[src/rtl/axil_cfg_pkg.sv]
// axil_cfg_pkg: shared register selects, AXI response codes and channel FSM states
package axil_cfg_pkg;

    localparam logic [1:0] RESP_OKAY   = 2'b00;
    localparam logic [1:0] RESP_SLVERR = 2'b10;

    localparam logic [3:0] OFS_ID         = 4'h0;
    localparam logic [3:0] OFS_CTRL       = 4'h4;
    localparam logic [3:0] OFS_IRQ_STATUS = 4'h8;
    localparam logic [3:0] OFS_IRQ_ENABLE = 4'hC;

    localparam logic [1:0] SEL_ID     = OFS_ID[3:2];
    localparam logic [1:0] SEL_CTRL   = OFS_CTRL[3:2];
    localparam logic [1:0] SEL_STATUS = OFS_IRQ_STATUS[3:2];
    localparam logic [1:0] SEL_ENABLE = OFS_IRQ_ENABLE[3:2];

    typedef enum logic [1:0] {WR_IDLE, WR_EXEC, WR_RESP} wr_state_t;
    typedef enum logic [1:0] {RD_IDLE, RD_EXEC, RD_WAIT, RD_RESP} rd_state_t;

endpackage

[src/rtl/axil_cfg_reg_bank.sv]
// axil_cfg_reg_bank: local ID/CTRL/IRQ_STATUS/IRQ_ENABLE registers with W1C status and registered interrupt
module axil_cfg_reg_bank
    import axil_cfg_pkg::*;
#(
    parameter int                    DATA_WIDTH = 32,
    parameter int                    IRQ_WIDTH  = 4,
    parameter logic [DATA_WIDTH-1:0] ID_VALUE   = 32'h4741_524E
) (
    input  logic                  clk,
    input  logic                  reset_n,
    input  logic                  wr_en,
    input  logic [1:0]            wr_sel,
    input  logic [DATA_WIDTH-1:0] wr_data,
    input  logic [1:0]            rd_sel,
    input  logic [IRQ_WIDTH-1:0]  irq_set,
    output logic [DATA_WIDTH-1:0] rd_data,
    output logic                  interrupt
);

    logic [DATA_WIDTH-1:0] ctrl;
    logic [IRQ_WIDTH-1:0]  status;
    logic [IRQ_WIDTH-1:0]  enable;
    logic [IRQ_WIDTH-1:0]  w1c;

    // clear mask from a write to IRQ_STATUS; OR-ing irq_set afterwards makes a new set win
    always_comb begin
        w1c = (wr_en && wr_sel == SEL_STATUS) ? wr_data[IRQ_WIDTH-1:0] : '0;
    end

    // register updates; interrupt lags status/enable by one cycle
    always_ff @(posedge clk or negedge reset_n) begin
        if (!reset_n) begin
            ctrl      <= '0;
            status    <= '0;
            enable    <= '0;
            interrupt <= 1'b0;
        end else begin
            if (wr_en && wr_sel == SEL_CTRL) ctrl <= wr_data;
            if (wr_en && wr_sel == SEL_ENABLE) enable <= wr_data[IRQ_WIDTH-1:0];
            status    <= (status & ~w1c) | irq_set;
            interrupt <= |(status & enable);
        end
    end

    // read mux over the four local words
    always_comb begin
        rd_data = rd_sel == SEL_ID     ? ID_VALUE :
                  rd_sel == SEL_CTRL   ? ctrl :
                  rd_sel == SEL_STATUS ? DATA_WIDTH'(status) :
                                         DATA_WIDTH'(enable);
    end

endmodule

[src/rtl/axil_cfg_responder.sv]
// axil_cfg_responder: AXI4-Lite slave with a local register bank and a single-outstanding forwarded cfg bus
module axil_cfg_responder
    import axil_cfg_pkg::*;
#(
    parameter int                    ADDR_WIDTH  = 32,
    parameter int                    DATA_WIDTH  = 32,
    parameter int                    IRQ_WIDTH   = 4,
    parameter int                    CFG_TIMEOUT = 255,
    parameter logic [DATA_WIDTH-1:0] ID_VALUE    = 32'h4741_524E
) (
    input  logic                  clk,
    input  logic                  reset_n,
    input  logic [ADDR_WIDTH-1:0] axi4_slave_awaddr,
    input  logic                  axi4_slave_awvalid,
    output logic                  axi4_slave_awready,
    input  logic [DATA_WIDTH-1:0] axi4_slave_wdata,
    input  logic                  axi4_slave_wvalid,
    output logic                  axi4_slave_wready,
    output logic [1:0]            axi4_slave_bresp,
    output logic                  axi4_slave_bvalid,
    input  logic                  axi4_slave_bready,
    input  logic [ADDR_WIDTH-1:0] axi4_slave_araddr,
    input  logic                  axi4_slave_arvalid,
    output logic                  axi4_slave_arready,
    output logic [DATA_WIDTH-1:0] axi4_slave_rdata,
    output logic [1:0]            axi4_slave_rresp,
    output logic                  axi4_slave_rvalid,
    input  logic                  axi4_slave_rready,
    output logic                  cfg_wr_en,
    output logic                  cfg_rd_en,
    output logic [ADDR_WIDTH-1:0] cfg_addr,
    output logic [DATA_WIDTH-1:0] cfg_wr_data,
    input  logic [DATA_WIDTH-1:0] cfg_rd_data,
    input  logic                  cfg_rd_data_valid,
    input  logic [IRQ_WIDTH-1:0]  irq_set,
    output logic                  interrupt
);

    localparam int TW = $clog2(CFG_TIMEOUT + 1);

    wr_state_t             wr_state, wr_next;
    rd_state_t             rd_state, rd_next;
    logic                  live;
    logic                  aw_got, w_got;
    logic [ADDR_WIDTH-1:0] aw_addr, ar_addr;
    logic [DATA_WIDTH-1:0] w_data, bank_rd_data;
    logic [TW-1:0]         tmo_cnt;
    logic                  aw_hs, w_hs, ar_hs;
    logic                  wr_local, rd_local, wr_go, rd_go, bank_wr_en, tmo_hit;

    axil_cfg_reg_bank #(
        .DATA_WIDTH(DATA_WIDTH),
        .IRQ_WIDTH (IRQ_WIDTH),
        .ID_VALUE  (ID_VALUE)
    ) u_bank (
        .clk      (clk),
        .reset_n  (reset_n),
        .wr_en    (bank_wr_en),
        .wr_sel   (aw_addr[3:2]),
        .wr_data  (w_data),
        .rd_sel   (ar_addr[3:2]),
        .irq_set  (irq_set),
        .rd_data  (bank_rd_data),
        .interrupt(interrupt)
    );

    // handshakes, cfg arbitration and request outputs; readies held low until the first edge after reset
    always_comb begin
        axi4_slave_awready = live && wr_state == WR_IDLE && !aw_got;
        axi4_slave_wready  = live && wr_state == WR_IDLE && !w_got;
        axi4_slave_arready = live && rd_state == RD_IDLE;
        axi4_slave_bvalid  = wr_state == WR_RESP;
        axi4_slave_rvalid  = rd_state == RD_RESP;
        aw_hs       = axi4_slave_awvalid && axi4_slave_awready;
        w_hs        = axi4_slave_wvalid && axi4_slave_wready;
        ar_hs       = axi4_slave_arvalid && axi4_slave_arready;
        wr_local    = aw_addr[ADDR_WIDTH-1:4] == '0;
        rd_local    = ar_addr[ADDR_WIDTH-1:4] == '0;
        wr_go       = wr_state == WR_EXEC && (wr_local || rd_state != RD_WAIT);
        rd_go       = rd_state == RD_EXEC && wr_state != WR_EXEC;
        cfg_wr_en   = wr_go && !wr_local;
        cfg_rd_en   = rd_go && !rd_local;
        cfg_addr    = cfg_wr_en ? aw_addr : cfg_rd_en ? ar_addr : '0;
        cfg_wr_data = cfg_wr_en ? w_data : '0;
        bank_wr_en  = wr_go && wr_local && aw_addr[3:2] != SEL_ID;
        tmo_hit     = tmo_cnt == TW'(CFG_TIMEOUT - 1);
    end

    // next-state logic for both channel FSMs
    always_comb begin
        wr_next = wr_state;
        rd_next = rd_state;
        if (wr_state == WR_IDLE && (aw_got || aw_hs) && (w_got || w_hs)) wr_next = WR_EXEC;
        if (wr_go) wr_next = WR_RESP;
        if (wr_state == WR_RESP && axi4_slave_bready) wr_next = WR_IDLE;
        if (ar_hs) rd_next = RD_EXEC;
        if (rd_go) rd_next = rd_local ? RD_RESP : RD_WAIT;
        if (rd_state == RD_WAIT && (cfg_rd_data_valid || tmo_hit)) rd_next = RD_RESP;
        if (rd_state == RD_RESP && axi4_slave_rready) rd_next = RD_IDLE;
    end

    // FSM state registers
    always_ff @(posedge clk or negedge reset_n) begin
        if (!reset_n) begin
            wr_state <= WR_IDLE;
            rd_state <= RD_IDLE;
            live     <= 1'b0;
        end else begin
            wr_state <= wr_next;
            rd_state <= rd_next;
            live     <= 1'b1;
        end
    end

    // channel capture, response registers and saturating read timeout
    always_ff @(posedge clk or negedge reset_n) begin
        if (!reset_n) begin
            aw_got           <= 1'b0;
            w_got            <= 1'b0;
            aw_addr          <= '0;
            ar_addr          <= '0;
            w_data           <= '0;
            tmo_cnt          <= '0;
            axi4_slave_bresp <= RESP_OKAY;
            axi4_slave_rresp <= RESP_OKAY;
            axi4_slave_rdata <= '0;
        end else begin
            if (aw_hs) begin
                aw_got  <= 1'b1;
                aw_addr <= axi4_slave_awaddr;
            end
            if (w_hs) begin
                w_got  <= 1'b1;
                w_data <= axi4_slave_wdata;
            end
            if (wr_go) begin
                aw_got           <= 1'b0;
                w_got            <= 1'b0;
                axi4_slave_bresp <= (wr_local && aw_addr[3:2] == SEL_ID) ? RESP_SLVERR : RESP_OKAY;
            end
            if (ar_hs) ar_addr <= axi4_slave_araddr;
            if (rd_go && rd_local) begin
                axi4_slave_rdata <= bank_rd_data;
                axi4_slave_rresp <= RESP_OKAY;
            end
            if (rd_state == RD_WAIT && cfg_rd_data_valid) begin
                axi4_slave_rdata <= cfg_rd_data;
                axi4_slave_rresp <= RESP_OKAY;
            end else if (rd_state == RD_WAIT && tmo_hit) begin
                axi4_slave_rdata <= '0;
                axi4_slave_rresp <= RESP_SLVERR;
            end
            tmo_cnt <= rd_state != RD_WAIT ? '0 :
                       tmo_cnt == TW'(CFG_TIMEOUT) ? tmo_cnt : tmo_cnt + TW'(1);
        end
    end

endmodule

[config.mk]
export PLATFORM = sky130hd
export DESIGN_NAME = axil_cfg_responder
export DESIGN_NICKNAME = d
export VERILOG_FILES = /design/src/rtl/axil_cfg_pkg.sv /design/src/rtl/axil_cfg_reg_bank.sv /design/src/rtl/axil_cfg_responder.sv
export SDC_FILE = /design/constraint.sdc
export NUM_CORES = 1
export LEC_CHECK = 0
export CAP_MARGIN = 20
export CORE_ASPECT_RATIO = 0.7
export CORE_UTILIZATION = 23
export DETAILED_ROUTE_END_ITERATION = 7
export GPL_ROUTABILITY_DRIVEN = 0
export PLACE_DENSITY = 0.51
export SYNTH_ARGS = -nofsm -noshare
export SYNTH_HDL_FRONTEND = slang
export SYNTH_SLANG_ARGS = --single-unit
[constraint.sdc]
create_clock -name clk -period 5.85 [get_ports clk]
set_input_delay 1.17 -clock clk [delete_from_list [all_inputs] [get_ports clk]]
set_output_delay 1.17 -clock clk [all_outputs]
set_load 0.005 [all_outputs]
==> flow_metrics.py <==
metrics = {
    "drt": {
        "avgRoutedWirePerCell_um": 19.9,
        "vias_per_cell": 4.35,
        "initialDrtViolationCount": 416,
        "dr.pass1.iters": 4,
        "routed_wl_mm": 26.8,
        "drcViolationCount": 0,
        "vias": 5841,
        "postRouteAntennaNets": 0,
    },
    "grt": {
        "grt_pass1_vias": 6068,
        "overflow": 0,
        "grt_start_max_net_pins": 88,
        "antenna_found_initial": 0,
        "grtUsageTotal": 0.146,
        "grt_pass1_wl_mm": 39.9,
    },
    "flow_run": {
        "cap_violations": 0,
    },
    "finish": {
        "final_common_cell": "clkdlybuf4s50_1",
        "syn_to_final_growth_pct": 41.3,
        "nFillCells": 3610,
        "drive_gt1_frac": 0.257,
        "multi_input_area_um2": 3600,
        "seqCellArea_um2": 4650,
        "nNetsFinal": 992,
        "most-common-layout-cells": "clkdlybuf4s50_1 (244), dfrtp_1 (186), mux2_2 (134)",
        "finalNonFillerCells": 1344,
    },
    "logic_synthesis": {
        "yosysSeqAreaShare": 0.549,
        "ys_ff_latch": 186,
        "yosysWarnings": 0,
        "syn_area_um2": 8480,
        "synth_cell_type_count": 47,
        "synthCells": 616,
        "avgSynthCellArea_um2": 13.8,
    },
    "sta": {
        "finalSetupTns_ns": 0,
        "clock-skew-final_ns": 0.00776,
        "report.final.slew_viol_count": 0,
        "fmax_mhz": 229,
        "hold_ws_ns": 0.492,
        "setup_viol": 0,
        "rsz0062_at_grt": "no",
        "tightestPinTransition_ns": 0.982,
        "slew_headroom": 0.346,
        "period_needed_ns": 4.37,
        "finalCritPeriodShare": 0.747,
        "finalHoldViolCount": 0,
    },
    "pwr": {
        "switching_share": 0.327,
        "switchingPower_mw": 1.75,
        "p_int_mw": 3.61,
        "clkPwrFrac": 0.219,
        "comb_power_share": 0.379,
        "ir_worst_vdd_mv": 0.153,
        "leakage_nw": 5.00,
        "p_per_area_nw_per_um2": 448,
        "seqPwrFrac": 0.402,
    },
    "critical_path": {
        "crit_arrival_ns": 3.20,
        "critPathMaxFanout": 65,
        "startpoint_type": "flip-flop",
        "end_kind": "output pin",
        "cp.required_ns": 4.68,
        "criticalPathCategory": "reg2out",
    },
    "cts": {
        "clk_latency_ns": 0.44,
        "cts_resized": 0,
        "cts_tree": "done",
        "clk_pin_slew_ns": 0.07,
        "clkSinkCount": 186,
        "h-tree-depth": 4,
        "cts_setup_buffers": 0,
        "cts_root_buf": "clkbuf_16",
        "clock_path_buffers": 2,
        "cts_hold_buf": 0,
        "cts_made_buffers": 17,
    },
    "run_status": {
        "status": "finished clean",
    },
    "floorplan": {
        "rows": 58,
        "die_h_um": 163,
        "fp.dieW_um": 231,
        "die_area_um2": 37600,
        "core_um2": 36100,
        "start_util": 0.235,
        "io_pins": 248,
    },
    "place": {
        "dpl.cell_count": 1311,
        "place_hpwl_mm": 18.9,
        "port-buffer-count": 245,
    },
    "min_path": {
        "worst_hold_path_type": "reg2reg",
    },
}
kinds of logic after synthesis:
kind of cell,count (synthesis),share of synthesized area
AO/OA/AOI/OAI,98,0.0952
multiplexers,168,0.236
buffers and inverters,43,0.0294
XOR/XNOR,3,0.00310
flip-flops,186,0.549
other,2,0.000886
adder cells (fa/ha/maj),2,0.00295
AND/OR/NAND/NOR,114,0.0835
through the flow:
stage	area (um^2)	power (mW)	setup slack, ns	util
2_1_floorplan	8480	3.12	2.96	-
3_3_place_gp	11400	4.24	1.92	0.315
3_5_place_dp	11400	4.25	1.92	0.315
4_1_cts	12000	5.47	1.42	0.331
5_1_grt	12000	5.70	1.33	0.331
6_report	12000	5.36	1.48	0.331
worst paths after layout:
path | slack (ns) | from | end | depth (start not counted)
max | 1.48 | aw_addr[27]$_DFFE_PN0P_ | cfg_addr[7] | 7
min | 0.49 | axi4_slave_rresp[1]$_DFFE_PN0P_ | axi4_slave_rresp[1]$_DFFE_PN0P_ | 1
max reg2reg | 2.82 | aw_addr[27]$_DFFE_PN0P_ | u_bank.ctrl[0]$_DFFE_PN0P_ | 6
min reg2reg | 0.49 | axi4_slave_rresp[1]$_DFFE_PN0P_ | axi4_slave_rresp[1]$_DFFE_PN0P_ | 1
max in group asynchronous | 3.88 | reset_n | u_bank.ctrl[5]$_DFFE_PN0P_ | 2
min in group asynchronous | 0.76 | reset_n | ar_addr[4]$_DFFE_PN0P_ | 1
power by group through the flow:
stage	Combinational, mW	Clock (mW)	Sequential, mW
CTS	2.09	1.22	2.16
global placement	2.06	0	2.18
global route	2.21	1.27	2.23
floorplan	1.10	0	2.02
finish	2.03	1.17	2.16
detailed placement	2.07	0	2.18
critical path, cell delays in order (launching register included):
cell	delay, ns
dfrtp_1	0.40
nor4_1	0.44
nand3_1	0.27
nor2_1	0.29
nor3_2	0.08
buf_4	0.39
a22o_2	0.39
clkdlybuf4s50_1	0.45
area by class of cell:
| type | count | area share |
|---|---|---|
| Sequential cell | 186 | 0.389 |
| Multi-Input combinational cell | 388 | 0.300 |
| Timing Repair Buffer | 255 | 0.211 |
| Tap cell | 480 | 0.0501 |
| Clock buffer | 24 | 0.0419 |
| Clock inverter | 8 | 0.00700 |
| Inverter | 2 | 0.000627 |
| Antenna cell | 1 | 0.000209 |
metal layers:
metal	up-vias	wire, um	track usage	share of wire
met2	124	12000	0.217	0.45
met4	0	242	0.0349	0.0090
met3	18	1220	0.0352	0.046
met5	-	0	0	0
li1	2734	-	-	-
met1	2965	13300	0.211	0.50
synthesized netlist by cell type, drive strengths merged:
master,n,area (um^2)
a32o,1,10.0
or2,1,6.26
o21bai,2,18.8
o21ba,1,10.0
a21o,5,37.5
xnor2,1,8.76
nor2,9,33.8
xor2,2,17.5
clkbuf,16,60.1
nor4b,2,17.5
and2,35,219
a21oi,8,40.0
mux2i,3,30.0
inv,2,7.51
a211oi,3,22.5
nand4,4,25.0
nand2,7,26.3
o21ai,4,20.0
nand2b,12,75.1
buf,25,181
mux2,165,1970
a31oi,4,25.0
nor3b,5,37.5
o21a,1,7.51
nor4,15,119
nor3,6,46.3
a22o,65,571
ha,2,25.0
nor2b,4,25.0
conb,2,7.51
a21boi,2,30.0
and3,3,18.8
dfrtp,186,4650
and3b,1,8.76
nand3,10,50.1
a22oi,2,15.0
flip-flops by register name, indices dropped and copies added (netlist names):
register          count
wr_state              2
u_bank.interrupt      1
u_bank.status         4
w_data               32
u_bank.enable         4
aw_addr              32
aw_got                1
w_got                 1
tmo_cnt               8
rd_state              2
axi4_slave_bresp      1
live                  1
axi4_slave_rresp      1
u_bank.ctrl          32
ar_addr              32
axi4_slave_rdata     32
Power figures use the tool's default switching activity.
